**src/rtl/instr_fetch_queue.sv**
```systemverilog
// Fetch stage: drives the memory read address from the fetch PC and captures the
// returned words into a small in-order queue that is handed to decode over valid/ready.
module instr_fetch_queue #(
   parameter int          ADDR_WIDTH  = 7,
   parameter int          DATA_WIDTH  = 32,
   parameter logic [31:0] RESET_PC    = 32'h0,
   parameter int          QUEUE_DEPTH = 2
) (
   input  logic                  clk,
   input  logic                  reset,
   output logic [ADDR_WIDTH-1:0] memAddress,
   input  logic [DATA_WIDTH-1:0] memData,
   input  logic                  redirect,
   input  logic [31:0]           redirectPC,
   output logic                  outValid,
   input  logic                  outReady,
   output logic [DATA_WIDTH-1:0] outInstr,
   output logic [31:0]           outPC,
   output logic [31:0]           fetchPC
);

   localparam int              PTR_W     = $clog2(QUEUE_DEPTH);
   localparam logic [PTR_W:0]  DEPTH_CNT = (PTR_W+1)'(QUEUE_DEPTH);

   logic [31:0]           fetchPCReg;
   logic [PTR_W:0]        countReg;
   logic [PTR_W-1:0]      headPtrReg;
   logic [PTR_W-1:0]      tailPtrReg;
   logic [DATA_WIDTH-1:0] instrMem [QUEUE_DEPTH];
   logic [31:0]           pcMem    [QUEUE_DEPTH];

   logic                  pop;
   logic                  push;
   logic [PTR_W:0]        countNext;
   logic                  unusedBits;

   assign unusedBits = ^redirectPC[1:0];

   always_comb begin
      pop       = 1'b0;
      push      = 1'b0;
      countNext = countReg;
      pop  = (countReg != '0) & outReady;
      push = ~redirect & ((countReg < DEPTH_CNT) | pop);
      countNext = countReg + (PTR_W+1)'(push) - (PTR_W+1)'(pop);
   end

   // Pointers and count; a redirect empties the queue but the current head
   // handshake still completes because decode has already taken it.
   always_ff @(posedge clk or posedge reset) begin
      if (reset) begin
         fetchPCReg <= RESET_PC;
         countReg   <= '0;
         headPtrReg <= '0;
         tailPtrReg <= '0;
      end else if (redirect) begin
         fetchPCReg <= {redirectPC[31:2], 2'b00};
         countReg   <= '0;
         headPtrReg <= '0;
         tailPtrReg <= '0;
      end else begin
         countReg <= countNext;
         if (push) begin
            fetchPCReg <= fetchPCReg + 32'd4;
            tailPtrReg <= tailPtrReg + PTR_W'(1);
         end
         if (pop)
            headPtrReg <= headPtrReg + PTR_W'(1);
      end
   end

   always_ff @(posedge clk or posedge reset) begin
      if (reset) begin
         for (int i = 0; i < QUEUE_DEPTH; i++) begin
            instrMem[i] <= '0;
            pcMem[i]    <= '0;
         end
      end else begin
         for (int i = 0; i < QUEUE_DEPTH; i++) begin
            if (push && tailPtrReg == PTR_W'(i)) begin
               instrMem[i] <= memData;
               pcMem[i]    <= fetchPCReg;
            end
         end
      end
   end

   assign memAddress = fetchPCReg[ADDR_WIDTH+1:2];
   assign fetchPC    = fetchPCReg;
   assign outValid   = (countReg != '0);
   assign outInstr   = instrMem[headPtrReg];
   assign outPC      = pcMem[headPtrReg];

endmodule

```
**config.mk**
```make
export PLATFORM = sky130hd
export DESIGN_NAME = instr_fetch_queue
export DESIGN_NICKNAME = d
export VERILOG_FILES = /design/src/rtl/instr_fetch_queue.sv
export SDC_FILE = /design/constraint.sdc
export NUM_CORES = 1
export LEC_CHECK = 0
export CORE_AREA = 3 3 207 128
export DETAILED_ROUTE_END_ITERATION = 7
export DIE_AREA = 0 0 210 131
export DONT_BUFFER_PORTS = 1
export SETUP_SLACK_MARGIN = 0.15
export SYNTH_ARGS = -nofsm -noshare
export SYNTH_HDL_FRONTEND = slang
export SYNTH_SLANG_ARGS = --single-unit
```
**constraint.sdc**
```tcl
create_clock -name clk -period 5.1 [get_ports clk]
set_input_delay 1.02 -clock clk [delete_from_list [all_inputs] [get_ports clk]]
set_output_delay 1.02 -clock clk [all_outputs]
set_load 0.01 [all_outputs]
```
==> impl_metrics.json <==
{
  "status": "finished clean",
  "synthFlopType": "dfrtp_1",
  "final.fill_count": 2456,
  "cts_hold_buf": 0,
  "rsz0062_at_grt": "no",
  "power_mw": 4.78,
  "yosysMostFrequentCell": "mux2_2",
  "drtIter0Drc": 191,
  "power_density_nw_per_um2": 580,
  "yosysTopAreaCellShare_pct": 53.5,
  "synth-edff-count": 0,
  "place_ws_ns": 1.96,
  "grt_pass1_wl_um": 27700,
  "syn_avg_cell_area_um2": 13.2,
  "grt_max_degree": 65,
  "post-route-period-util_pct": 59.5,
  "crit_type": "flop to primary output",
  "numCtsBuffers": 17,
  "dpl.cell_count": 856,
  "routed_wl_um": 18600,
  "skew_ns": 0.00849,
  "synth_top_family_by_area": "multiplexers",
  "drc": 0,
  "cp_num_cells": 1,
  "cp_num_buf_inv": 0,
  "die_y_um": 131,
  "fmax_mhz": 330,
  "vias_per_cell": 4.95,
  "drt_pre_antenna_iters": 4,
  "ys_warn_count": 0,
  "synthToLayoutAreaGrowth_pct": 11.7,
  "setup_ws_ns": 2.07,
  "hold_class": "flop to flop",
  "ys_ff_latch": 158,
  "synth-compound-area-share_pct": 2.12,
  "end_kind": "primary output",
  "cts.htree.levels": 4,
  "cp_top_family": "flip-flops",
  "synth_top_cells_by_area": "dfrtp_1 (53%), mux2_2 (28%), xnor2_1 (2.4%)",
  "hold_viol": 0,
  "antenna_found_initial": 3,
  "layout-drive-gt1-share_pct": 42.4,
  "cts-root-buf": "clkbuf_16",
  "portBuffers": 0,
  "grt_pass1_vias": 4529,
  "worstSkewPairLatency_ns": 0.44,
  "synthMuxAreaShare_pct": 28.6,
  "start_util_pct": 29.6,
  "ff2ff_path_depth": 5,
  "worstPathRequired_ns": 4.08,
  "coreArea_um2": 24900,
  "r2r_end": "pcMem[59]",
  "cts_setup_buffers": 0,
  "final_area_um2": 8250,
  "vias": 4394,
  "ff2ff_setup_slack_ns": 2.63,
  "grt_usage_pct": 13.7,
  "ctsResizeCount": 0,
  "slew_headroom_pct": 31.0,
  "synth_area_um2": 7390,
  "arrival_ns": 2.01,
  "slowest_delay_ns": 1.08,
  "async_reset_ff_share_pct": 100,
  "synthTopCellsByCount": "mux2_2 (187), dfrtp_1 (158), nand2_1 (38), o21ai_0 (27), xnor2_1 (20)",
  "start_kind": "flop",
  "endpoint": "outPC[24]",
  "grt-ovfl-total": 0,
  "cpMaxStageDelayCell": "dfrtp_4",
  "synth_cell_types": 44,
  "io_pins": 172,
  "die_area_um2": 27500,
  "wl_per_cell_um": 21.0,
  "min_path_cells": 1,
  "worst_slew_pin_slew_ns": 1.04,
  "numClockSinks": 158,
  "peakVddDrop_mv": 0.346,
  "row_count": 45,
  "synthAdderAreaFrac_pct": 0.508,
  "antenna_cells": 0,
  "yosysSeqAreaShare_pct": 53.5,
  "path_cells": "mux2_2",
  "cts_tree": "yes",
  "synth_cells": 562,
  "tns_ns": 0,
  "crit_path_max_fanout": 63,
  "hpwl_um": 12700,
  "cts_buffer_depth": 2,
  "dpl_cell_area_um2": 7610,
  "dieWidth_um": 210,
  "yosys.area_share.simple_pct": 7.57,
  "antenna_left": 0,
  "drv_cap": 0,
  "slew_viol_final": 0,
  "clk_transition_reported_paths_ns": 0.06,
  "timing.critical_path.from": "headPtrReg",
  "finalCriticalPeriod_ns": 3.03,
  "p_leak_nw": 3.30,
  "setup_violations": 0,
  "synth-xor-area-share_pct": 3.67,
  "routabilityCongestion": 0.767,
  "synth_top_area_cell": "dfrtp_1",
  "rr_startpoint": "countReg[1]",
  "layout.nets": 617,
  "fin_cells": 888
}
[flip-flops by register name (all words and copies together) (netlist names)]
name        cells
countReg        2
tailPtrReg      1
headPtrReg      1
pcMem          60
instrMem       64
fetchPC        30
[layout make-up]
cell class              instances  area [um^2]  area share (%)
clock inverters                12          184            2.23
inverters                       8         33.8           0.409
flip-flops and latches        158         3960            47.9
clock buffers                  20          457            5.53
repair buffers                  4         42.5           0.515
well taps                     329          412            4.99
multi-input cells             357         3170            38.4
[power by group]
part / leakage, nW / total (mW) / switching (mW) / internal [mW]
logic: 1.10 / 1.28 / 0.573 / 0.712
registers: 1.89 / 2.12 / 0.387 / 1.73
clock network: 0.307 / 1.38 / 0.528 / 0.849
total: 3.30 / 4.78 / 1.49 / 3.30
[kinds of logic (layout without fill, tap and decap cells)]
family,count (synthesis),in the layout
mux,188,188
other cells,1,4
xor+xnor,31,31
flops,158,158
fa+ha+maj,3,3
compound gates,30,30
buf+inv,50,44
simple gates,101,101
[worst min path at each step]
stage,start,to
after floorplan,instrMem[0],instrMem[0]
after global placement,instrMem[6],instrMem[6]
after detailed placement,instrMem[7],instrMem[7]
after CTS,instrMem[5],instrMem[5]
after global routing,pcMem[55],pcMem[55]
final,pcMem[60],pcMem[60]
[per-layer routing]
| metal | share of wire, % | global-route usage [%] | wire, um | up-vias |
|---|---|---|---|---|
| li1 | - | - | - | 1951 |
| met1 | 45 | 17.4 | 8310 | 2276 |
| met2 | 45 | 20.7 | 8400 | 138 |
| met3 | 8.6 | 6.39 | 1600 | 23 |
| met4 | 1.3 | 4.71 | 249 | 6 |
| met5 | 0.29 | 0 | 54 | - |
[layout by cell type (no fill, tap or decap), types with 2 or more instances in the layout]
cell        netlist  routed
ha_1              3       3
conb_1            1       4
clkinvlp_4        0       3
mux2_2          187     187
nor4_2            2       2
o21ai_0          27      27
nor4b_1           2       2
clkbuf_8          1       2
dfrtp_1         158     157
xor2_1           11      11
inv_1             8       7
nand3_1          12      12
or4_1             2       2
buf_4            12       3
bufinv_16         0       4
nand4_1           9       9
nor4_1            6       6
clkinv_4          0       3
nor2_1            9       8
xnor2_1          20      20
nand2_1          38      38
clkbuf_16         0      17
nor3_1            3       3
and2_1            2       2
inv_6             0       2
[metrics by stage]
step | utilization [%] | hold slack, ns
2_1_floorplan | - | 0.475
3_3_place_gp | 30.5 | 0.483
3_5_place_dp | 30.5 | 0.490
4_1_cts | 33.1 | 0.504
5_1_grt | 33.1 | 0.513
6_report | 33.1 | 0.499
(Power assumes the default switching activity.)
